**config.mk**
```make
export PLATFORM = sky130hd
export DESIGN_NAME = hazard_scoreboard_flat
export DESIGN_NICKNAME = d
export VERILOG_FILES = /design/src/rtl/hazard_scoreboard_pkg.sv /design/src/rtl/hazard_scoreboard_if.sv /design/src/rtl/hazard_scoreboard_mc_tracker.sv /design/src/rtl/hazard_scoreboard.sv /design/src/flat_wrapper.sv
export SDC_FILE = /design/constraint.sdc
export NUM_CORES = 1
export LEC_CHECK = 0
export ABC_AREA = 1
export CORE_AREA = 5 5 82 84
export DETAILED_ROUTE_END_ITERATION = 8
export DIE_AREA = 0 0 87 89
export GPL_TIMING_DRIVEN = 0
export PLACE_DENSITY_LB_ADDON = 0.1
export SETUP_SLACK_MARGIN = 0.5
export SLEW_MARGIN = 20
export SYNTH_ARGS = -nofsm -noshare
export SYNTH_HDL_FRONTEND = slang
export SYNTH_SLANG_ARGS = --single-unit
```
**constraint.sdc**
```tcl
create_clock -name clk -period 2.55 [get_ports clk]
set_input_delay 0.51 -clock clk [delete_from_list [all_inputs] [get_ports clk]]
set_output_delay 0.51 -clock clk [all_outputs]
set_load 0.05 [all_outputs]
```
**src/rtl/hazard_scoreboard_pkg.sv**
```systemverilog
// Shared types and helpers for the hazard scoreboard: pipeline stage entry,
// select-width computation and youngest-match priority.
package hazard_pkg;

  localparam int MAX_STAGES = 6;
  localparam int MAX_REG_AW = 8;
  localparam int MC_CNT_W   = 5;
  localparam int FWD_RF     = 0;

  // rd is held at the widest supported address width; narrower configs zero-extend
  typedef struct packed {
    logic                  valid;
    logic [MAX_REG_AW-1:0] rd;
    logic                  reg_write;
    logic                  is_load;
  } stage_entry_t;

  function automatic int sel_w(input int num_stages);
    return $clog2(num_stages + 1);
  endfunction

  // bit i of m is stage i+1; the smallest set stage wins, FWD_RF if none
  function automatic int youngest_match(input logic [MAX_STAGES-1:0] m);
    int r;
    r = FWD_RF;
    for (int i = MAX_STAGES - 1; i >= 0; i--) begin
      if (m[i]) r = i + 1;
    end
    return r;
  endfunction

  function automatic logic stage_match(input stage_entry_t e, input logic use_rs,
                                       input logic [MAX_REG_AW-1:0] rs);
    return use_rs && (rs != '0) && e.valid && e.reg_write && (e.rd == rs);
  endfunction

endpackage

```
**src/rtl/hazard_scoreboard_if.sv**
```systemverilog
// Decode-side bundle between the ID stage and the hazard scoreboard.
interface hazard_scoreboard_if
  import hazard_pkg::*;
#(
  parameter int REG_AW     = 5,
  parameter int NUM_STAGES = 3
);
  localparam int SEL_W = sel_w(NUM_STAGES);

  logic              advance;
  logic              flush;
  logic              id_valid;
  logic [REG_AW-1:0] id_rs1;
  logic [REG_AW-1:0] id_rs2;
  logic              id_use_rs1;
  logic              id_use_rs2;
  logic [REG_AW-1:0] id_rd;
  logic              id_reg_write;
  logic              id_is_load;
  logic              id_is_mc;
  logic [SEL_W-1:0]  fwd_sel_a;
  logic [SEL_W-1:0]  fwd_sel_b;
  logic              stall_if;
  logic              stall_id;
  logic              bubble_ex;
  logic              flush_if;
  logic              flush_id;
  logic              mc_busy;
  logic              mc_wb;

  modport master (
    output advance, flush, id_valid, id_rs1, id_rs2, id_use_rs1, id_use_rs2,
           id_rd, id_reg_write, id_is_load, id_is_mc,
    input  fwd_sel_a, fwd_sel_b, stall_if, stall_id, bubble_ex, flush_if,
           flush_id, mc_busy, mc_wb
  );

  modport slave (
    input  advance, flush, id_valid, id_rs1, id_rs2, id_use_rs1, id_use_rs2,
           id_rd, id_reg_write, id_is_load, id_is_mc,
    output fwd_sel_a, fwd_sel_b, stall_if, stall_id, bubble_ex, flush_if,
           flush_id, mc_busy, mc_wb
  );

endinterface

```
**src/rtl/hazard_scoreboard_mc_tracker.sv**
```systemverilog
// Multi-cycle unit result tracker: latency counter, pending destination and
// the RAW/WAW/structural dependency check against the ID instruction.
module hazard_mc_tracker
  import hazard_pkg::*;
#(
  parameter int REG_AW     = 5,
  parameter int MC_LATENCY = 4
) (
  input  logic              clk,
  input  logic              reset,
  input  logic              issue,
  input  logic              id_valid,
  input  logic [REG_AW-1:0] id_rs1,
  input  logic [REG_AW-1:0] id_rs2,
  input  logic              id_use_rs1,
  input  logic              id_use_rs2,
  input  logic [REG_AW-1:0] id_rd,
  input  logic              id_reg_write,
  input  logic              id_is_mc,
  output logic              mc_hazard,
  output logic              mc_busy,
  output logic              mc_wb
);

  logic [MC_CNT_W-1:0] cnt;
  logic [REG_AW-1:0]   mc_rd;
  logic                mc_pending;
  logic                raw_hit;
  logic                waw_hit;

  always_ff @(posedge clk or posedge reset) begin
    if (reset) begin
      cnt        <= '0;
      mc_rd      <= '0;
      mc_pending <= 1'b0;
    end else if (issue) begin
      cnt        <= MC_CNT_W'(MC_LATENCY - 1);
      mc_rd      <= id_rd;
      mc_pending <= 1'b1;
    end else begin
      if (cnt != '0) cnt <= cnt - 1'b1;
      if (mc_wb) mc_pending <= 1'b0;
    end
  end

  // no bypass from the multi-cycle unit: consumers wait until write-back has happened
  assign raw_hit   = (id_use_rs1 && (id_rs1 != '0) && (id_rs1 == mc_rd)) ||
                     (id_use_rs2 && (id_rs2 != '0) && (id_rs2 == mc_rd));
  assign waw_hit   = id_reg_write && (id_rd == mc_rd);
  assign mc_hazard = mc_pending && id_valid && (raw_hit || waw_hit || id_is_mc);
  assign mc_busy   = mc_pending;
  assign mc_wb     = mc_pending && (cnt == MC_CNT_W'(1));

endmodule

```
**src/rtl/hazard_scoreboard.sv**
```systemverilog
// Pipeline hazard scoreboard: tracks destinations through the post-ID stages,
// picks forwarding sources and drives stall/bubble/flush controls.
module hazard_scoreboard
  import hazard_pkg::*;
#(
  parameter int REG_AW     = 5,
  parameter int NUM_STAGES = 3,
  parameter int LOAD_READY = 2,
  parameter int MC_LATENCY = 4
) (
  input logic                clk,
  input logic                reset,
  hazard_scoreboard_if.slave bus
);

  localparam int SEL_W = sel_w(NUM_STAGES);

  stage_entry_t          stg [1:NUM_STAGES];
  stage_entry_t          id_entry;
  logic [MAX_STAGES-1:0] match_a;
  logic [MAX_STAGES-1:0] match_b;
  int                    sel_a;
  int                    sel_b;
  logic                  load_use;
  logic                  mc_hazard;
  logic                  hazard;
  logic                  flush_eff;
  logic                  stall;
  logic                  bubble;
  logic                  mc_issue;

  always_comb begin
    match_a = '0;
    match_b = '0;
    for (int k = 1; k <= NUM_STAGES; k++) begin
      match_a[k-1] = stage_match(stg[k], bus.id_use_rs1, MAX_REG_AW'(bus.id_rs1));
      match_b[k-1] = stage_match(stg[k], bus.id_use_rs2, MAX_REG_AW'(bus.id_rs2));
    end
  end

  assign sel_a = youngest_match(match_a);
  assign sel_b = youngest_match(match_b);

  always_comb begin
    load_use = 1'b0;
    for (int k = 1; k <= NUM_STAGES; k++) begin
      if ((k < LOAD_READY) && stg[k].is_load && ((sel_a == k) || (sel_b == k)))
        load_use = 1'b1;
    end
  end

  hazard_mc_tracker #(
    .REG_AW     (REG_AW),
    .MC_LATENCY (MC_LATENCY)
  ) u_mc (
    .clk          (clk),
    .reset        (reset),
    .issue        (mc_issue),
    .id_valid     (bus.id_valid),
    .id_rs1       (bus.id_rs1),
    .id_rs2       (bus.id_rs2),
    .id_use_rs1   (bus.id_use_rs1),
    .id_use_rs2   (bus.id_use_rs2),
    .id_rd        (bus.id_rd),
    .id_reg_write (bus.id_reg_write),
    .id_is_mc     (bus.id_is_mc),
    .mc_hazard    (mc_hazard),
    .mc_busy      (bus.mc_busy),
    .mc_wb        (bus.mc_wb)
  );

  // redirect wins over any stall; a stalled ID instruction is simply discarded
  assign flush_eff = bus.flush && !reset;
  assign hazard    = bus.id_valid && (load_use || mc_hazard);
  assign stall     = hazard && !flush_eff;
  assign bubble    = stall || flush_eff;
  assign mc_issue  = bus.advance && !bubble && bus.id_valid && bus.id_is_mc;

  always_comb begin
    id_entry           = '0;
    id_entry.valid     = bus.id_valid;
    id_entry.rd        = MAX_REG_AW'(bus.id_rd);
    id_entry.reg_write = bus.id_reg_write && !bus.id_is_mc;
    id_entry.is_load   = bus.id_is_load;
  end

  always_ff @(posedge clk or posedge reset) begin
    if (reset) begin
      for (int k = 1; k <= NUM_STAGES; k++) stg[k] <= '0;
    end else if (bus.advance) begin
      for (int k = NUM_STAGES; k >= 2; k--) stg[k] <= stg[k-1];
      stg[1] <= bubble ? stage_entry_t'('0) : id_entry;
    end
  end

  assign bus.fwd_sel_a = SEL_W'(sel_a);
  assign bus.fwd_sel_b = SEL_W'(sel_b);
  assign bus.stall_if  = stall;
  assign bus.stall_id  = stall;
  assign bus.bubble_ex = bubble;
  assign bus.flush_if  = flush_eff;
  assign bus.flush_id  = flush_eff;

endmodule

```
**src/flat_wrapper.sv**
```systemverilog
// flat-port wrapper written by rule: the top's interface ports become plain ports
module hazard_scoreboard_flat import hazard_pkg::*;
#(
  parameter int REG_AW     = 5,
  parameter int NUM_STAGES = 3,
  parameter int LOAD_READY = 2,
  parameter int MC_LATENCY = 4
)
  (clk, reset, bus_advance, bus_flush, bus_id_valid, bus_id_rs1, bus_id_rs2, bus_id_use_rs1, bus_id_use_rs2, bus_id_rd, bus_id_reg_write, bus_id_is_load, bus_id_is_mc, bus_fwd_sel_a, bus_fwd_sel_b, bus_stall_if, bus_stall_id, bus_bubble_ex, bus_flush_if, bus_flush_id, bus_mc_busy, bus_mc_wb);
  hazard_scoreboard_if #(.REG_AW(REG_AW), .NUM_STAGES(NUM_STAGES)) bus_i ();
  input logic clk;
  input logic reset;
  input wire logic [$bits(bus_i.advance)-1:0] bus_advance;
  input wire logic [$bits(bus_i.flush)-1:0] bus_flush;
  input wire logic [$bits(bus_i.id_valid)-1:0] bus_id_valid;
  input wire logic [$bits(bus_i.id_rs1)-1:0] bus_id_rs1;
  input wire logic [$bits(bus_i.id_rs2)-1:0] bus_id_rs2;
  input wire logic [$bits(bus_i.id_use_rs1)-1:0] bus_id_use_rs1;
  input wire logic [$bits(bus_i.id_use_rs2)-1:0] bus_id_use_rs2;
  input wire logic [$bits(bus_i.id_rd)-1:0] bus_id_rd;
  input wire logic [$bits(bus_i.id_reg_write)-1:0] bus_id_reg_write;
  input wire logic [$bits(bus_i.id_is_load)-1:0] bus_id_is_load;
  input wire logic [$bits(bus_i.id_is_mc)-1:0] bus_id_is_mc;
  output wire logic [$bits(bus_i.fwd_sel_a)-1:0] bus_fwd_sel_a;
  output wire logic [$bits(bus_i.fwd_sel_b)-1:0] bus_fwd_sel_b;
  output wire logic [$bits(bus_i.stall_if)-1:0] bus_stall_if;
  output wire logic [$bits(bus_i.stall_id)-1:0] bus_stall_id;
  output wire logic [$bits(bus_i.bubble_ex)-1:0] bus_bubble_ex;
  output wire logic [$bits(bus_i.flush_if)-1:0] bus_flush_if;
  output wire logic [$bits(bus_i.flush_id)-1:0] bus_flush_id;
  output wire logic [$bits(bus_i.mc_busy)-1:0] bus_mc_busy;
  output wire logic [$bits(bus_i.mc_wb)-1:0] bus_mc_wb;
  assign bus_i.advance = bus_advance;
  assign bus_i.flush = bus_flush;
  assign bus_i.id_valid = bus_id_valid;
  assign bus_i.id_rs1 = bus_id_rs1;
  assign bus_i.id_rs2 = bus_id_rs2;
  assign bus_i.id_use_rs1 = bus_id_use_rs1;
  assign bus_i.id_use_rs2 = bus_id_use_rs2;
  assign bus_i.id_rd = bus_id_rd;
  assign bus_i.id_reg_write = bus_id_reg_write;
  assign bus_i.id_is_load = bus_id_is_load;
  assign bus_i.id_is_mc = bus_id_is_mc;
  assign bus_fwd_sel_a = bus_i.fwd_sel_a;
  assign bus_fwd_sel_b = bus_i.fwd_sel_b;
  assign bus_stall_if = bus_i.stall_if;
  assign bus_stall_id = bus_i.stall_id;
  assign bus_bubble_ex = bus_i.bubble_ex;
  assign bus_flush_if = bus_i.flush_if;
  assign bus_flush_id = bus_i.flush_id;
  assign bus_mc_busy = bus_i.mc_busy;
  assign bus_mc_wb = bus_i.mc_wb;
  hazard_scoreboard #(.REG_AW(REG_AW), .NUM_STAGES(NUM_STAGES), .LOAD_READY(LOAD_READY), .MC_LATENCY(MC_LATENCY)) u_core (.clk(clk), .reset(reset), .bus(bus_i));
endmodule
```
======== Word level (Yosys, flattened, before mapping) ========
Cells that the tools add are included.
storage, ports and cells
  latch bits .............................. 0
  memory bits (writable) .................. 0
  input bits .............................. 25
  register bits ........................... 42
  ROM bits ................................ 0
  memories kept ........................... 0
cells by class
  multiply operators ...................... 0
  muxes and demuxes ....................... 12
  equality and inequality tests ........... 12
  reduce and logical (&&, ||, !) cells .... 49
  shift-type cells ........................ 0
  divide/modulo/power cells ............... 0
  $add $sub $neg .......................... 1
  magnitude comparators ................... 0
  bitwise logic cells ..................... 0
operator list
  kind                                                                   number
  8-bit by 5-bit equality test with 1-bit output                         6
  1-bit logical AND                                                      34
  5-bit equality test                                                    3
  5-bit nonzero test                                                     3
  2-bit two-way mux                                                      6
  11-bit two-way mux                                                     1
  5-bit two-way mux                                                      2
  1-bit logical OR                                                       6
  5-bit by 1-bit equality test with 1-bit output, second input constant  1
  5-bit by 1-bit subtractor with 5-bit output, second input constant     1
  2-bit by 1-bit equality test with 1-bit output, second input constant  2
  1-bit logical NOT                                                      4
  2-bit nonzero test                                                     2
  1-bit two-way mux                                                      3

======== Depth between registers and ports, before layout ========
  word-level depth ........................ 21
  mapped depth ............................ 15
  gate-level depth less buffers ........... 14

======== Hierarchy ========
Synthesis repeated with hierarchy kept, for this count alone.
unflattened totals
  cells, all modules ...................... 341
  area, all modules ....................... 2287.2 um^2
by module, submodules not included
  module             instances  cells each  area an instance (um^2)
  hazard_scoreboard  1          207         1443.9
  hazard_mc_tracker  1          134         843.3

======== Least setup slack after synthesis ========
OpenSTA, ideal clock, no wires.
  kind .................................... input to output
  start point ............................. input port reset
  end point ............................... output port bus_stall_if
  setup slack ............................. -0.635 ns
  path buffers ............................ 1
  cell stages on the path ................. 5
  data arrival time ....................... 2.675 ns
  cells stage by stage .................... inv_1 nand2_1 inv_1 nor2_1 buf_4
on the way
  longest elaborated chain between the ends .. 4
RTL lines
  what                                line                     RTL
  from (decl)                         flat_wrapper.sv:12       input logic reset;
  1-bit logical NOT (no source line)  n/a
  1-bit logical AND                   hazard_scoreboard.sv:73  assign flush_eff = bus.flush && !reset;
  via bus_flush_id                    flat_wrapper.sv:30       output wire logic [$bits(bus_i.flush_id)-1:0] bus_flush_id;
  1-bit logical NOT                   hazard_scoreboard.sv:75  assign stall = hazard && !flush_eff;
  1-bit logical AND                   hazard_scoreboard.sv:75
  to (decl)                           flat_wrapper.sv:26       output wire logic [$bits(bus_i.stall_if)-1:0] bus_stall_if;
The timed path passes the listed nets, and every way through them passes these cells.

======== Worst setup path in the final report ========
  start point ............................. register u_core.stg[15] in the netlist's numbering
  end point ............................... output port bus_fwd_sel_a[1]
on the way
  longest elaborated chain between the ends .. 4
RTL lines
  what                                            line                         RTL
  from (decl)                                     hazard_scoreboard.sv:18      stage_entry_t stg [1:NUM_STAGES];
  8-bit by 5-bit equality test with 1-bit output  hazard_scoreboard_pkg.sv:34  return use_rs && (rs != '0) && e.valid && e.reg_write && (e.rd == rs);
  1-bit logical AND                               hazard_scoreboard_pkg.sv:34
  2-bit two-way mux (2 in a row)                  hazard_scoreboard_pkg.sv:27  if (m[i]) r = i + 1;
  to (decl)                                       flat_wrapper.sv:24           output wire logic [$bits(bus_i.fwd_sel_a)-1:0] bus_fwd_sel_a;
No other way between the ends.

==> results.toml <==
[outcome]
status = "completed"

[setup_path]
cp-start-kind = "register"
path_class = "register to output port"
cp.arrival_ns = 1.85
endpoint_kind = "output port"
cp.required_ns = 2.04
critPathMaxFanout = 3

[place]
port_buffers = 27
dp_hpwl_mm = 4.44
place_congestion = 0.863
dpl.cell_count = 415

[sta]
slew_headroom = 0.422
timing.hold.ws_ns = 0.467
period_needed_ns = 2.36
finalSetupViolCount = 0
fin_crit_sh = 0.927
skew_ns = 0.0109
worst_slew_pin_slew_ns = 0.862
rsz0062_at_grt = "true"
hold_viol = 0
fmax_mhz = 423
maxSlewViolCount = 0

[final_layout]
fin_util = 0.510
filler_cell_count = 583
fin_cells = 444
seqCellArea_um2 = 832
multi_input_area_um2 = 1280
area_growth_pct = 32.2
fin_nets = 396
diodes = 0
drive_gt1_frac = 0.287

[grt]
grt_overflow = 0
antenna_found_initial = 0
grt_max_degree = 18
grt_pass1_wl_mm = 9.98
gr-usage-all-layers = 0.168
grt_pass1_vias = 2134

[floorplanning]
start_util = 0.386
die_h_um = 89
die-area_um2 = 7740
io_pins = 36
rows = 28
die_w_um = 87
core_um2 = 5850

[detailed_routing]
dr.pass1.iters = 4
drtIter0Drc = 97
antenna_left = 0
drc = 0
routed_via_density = 4.75
vias = 2108
wl_mm = 6.19
wl_per_cell_um = 13.9

[synth]
synth_top_area_frac = 0.366
ys_seq_area_frac = 0.366
synthMuxAreaShare = 0
synth-compound-area-share = 0.0915
synth_top_cells_by_area = "dfrtp_1, nand2_1, inv_1"
synthCells = 313
yosys.area_share.adder = 0.0166
syn-num-nets = 341
synth_top_area_cell = "dfrtp_1"
synth_area_um2 = 2260
yosysUniqueCellTypes = 29
ys_seq_elements = 33
ys.warnings.count = 0
syn_avg_cell_area_um2 = 7.21
synth_xor_area_frac = 0.105
synth-simple-area-share = 0.299
synth_top_family_by_area = "simple AND/OR/NAND/NOR gates"

[cts]
clkLatencyLatePin_ns = 0.29
clock-sinks = 33
cts_hold_buf = 0
htree_levels = 2
cts_inserted_buffers = 5
clk_path_buf_depth = 2
cts_tree = "yes"
path_clk_slew_ns = 0.08
cts-root-buf = "clkbuf_8"

[power_and_ir_drop]
ir_drop_uv = 393
power_density_nw_per_um2 = 662
leakage_uw = 0.00152
pwr-share-comb = 0.404
p_sw_uw = 795
p_sw_frac = 0.403
power_frac_clock = 0.194
power.total_uw = 1970
p_int_uw = 1180
p_seq_frac = 0.402

[job]
cap_violations = 0

[min_path]
hp-class = "input port to asynchronous set/reset pin"
final timing paths:
kind	from	end	slack (ns)	depth (start not counted)
max	u_core.stg[15]$_DFFE_PP0P_	bus_fwd_sel_a[1]	0.19	6
min	reset	u_core.u_mc.cnt[2]$_DFFE_PP0P_	0.47	3
max reg2reg	u_core.stg[28]$_DFFE_PP0P_	u_core.stg[27]$_DFFE_PP0P_	0.60	14
min reg2reg	u_core.stg[10]$_DFFE_PP0P_	u_core.stg[10]$_DFFE_PP0P_	0.47	2
max in group asynchronous	reset	u_core.stg[16]$_DFFE_PP0P_	1.59	2
min in group clk	u_core.stg[10]$_DFFE_PP0P_	u_core.stg[10]$_DFFE_PP0P_	0.47	2
synth_stat cells, drive strengths merged:
library cell and number:
xnor2 9, nor2 21, ha 3, buf 9, nand2 94, nand3 20, clkbuf 4, o22ai 7
nor4 3, nand4 3, a21boi 3, inv 52, xor2 18, a21oi 7, o21ai 21, dfrtp 33
nor3 6
power groups by stage:
stage,Clock [uW],Combinational (uW),Sequential (uW)
4_1_cts,394,763,789
3_5_place_dp,0,735,794
2_1_floorplan,0,536,786
3_3_place_gp,0,720,794
5_1_grt,418,908,814
6_report,383,797,793
timing repair:
| action | 4_1_cts | 5_1_grt |
|---|---|---|
| endpoints found under the setup margin | 30 | 10 |
| gates resized for setup | 109 | 30 |
| pin swaps | 20 | 12 |
| cloned | 1 | 0 |
| buffers inserted | 14 | 6 |
| endpoints found under the hold margin | 0 | 0 |
placed cells by master, fill, tap and decap left out, drive strengths merged, types with 5 or more instances in the layout:
cell type / n
inv: 51
buf: 42
nand3: 20
nand2: 94
a21oi: 7
xor2: 18
nor2: 21
dfrtp: 33
xnor2: 9
clkbuf: 13
nor3: 6
o21ai: 21
o22ai: 7
dlygate4sd2: 5
flip-flops by register name (all words and copies together), names as in the netlist:
register,count
u_core.stg,22
u_core.u_mc.cnt,5
u_core.u_mc.mc_busy,1
u_core.u_mc.mc_rd,5
final cells by class:
type	instances	area share
Multi-Input combinational cell	215	0.430
Sequential cell	33	0.279
Timing Repair Buffer	47	0.130
Inverter	52	0.0667
Buffer	13	0.0331
Tap cell	75	0.0315
Clock buffer	6	0.0243
Clock inverter	2	0.00336
Timing Repair inverter	1	0.00168
per-stage QoR:
| step | setup slack [ns] | setup TNS (ns) | area [um2] |
|---|---|---|---|
| after floorplan | -0.100 | -0.100 | 2320 |
| after global placement | -1.12 | -8.40 | 2680 |
| after detailed placement | -1.13 | -8.65 | 2680 |
| after CTS | 0.215 | 0 | 2870 |
| after global routing | 0.0885 | 0 | 2980 |
| final | 0.187 | 0 | 2980 |
kinds of logic after synthesis:
family / count (synthesis)
buffers and inverters: 65
and+or+nand+nor: 147
xor gates and xnor gates: 27
adders and majority gates: 3
AOI/OAI and AO/OA: 38
DFF: 33
critical path: stages (launching register included):
cell	delay, ns
dfrtp_1	0.43
xor2_2	0.18
nor4_2	0.34
nand3_2	0.16
buf_4	0.17
a21boi_4	0.12
buf_6	0.17
layer usage:
metal	vias up	global-route usage	share of wire
met5	-	0	0
met4	0	0.0425	0.020
met3	11	0.0313	0.053
met2	56	0.294	0.48
met1	960	0.213	0.45
li1	1081	-	-
No activity file was read; power rests on OpenSTA's default activity.
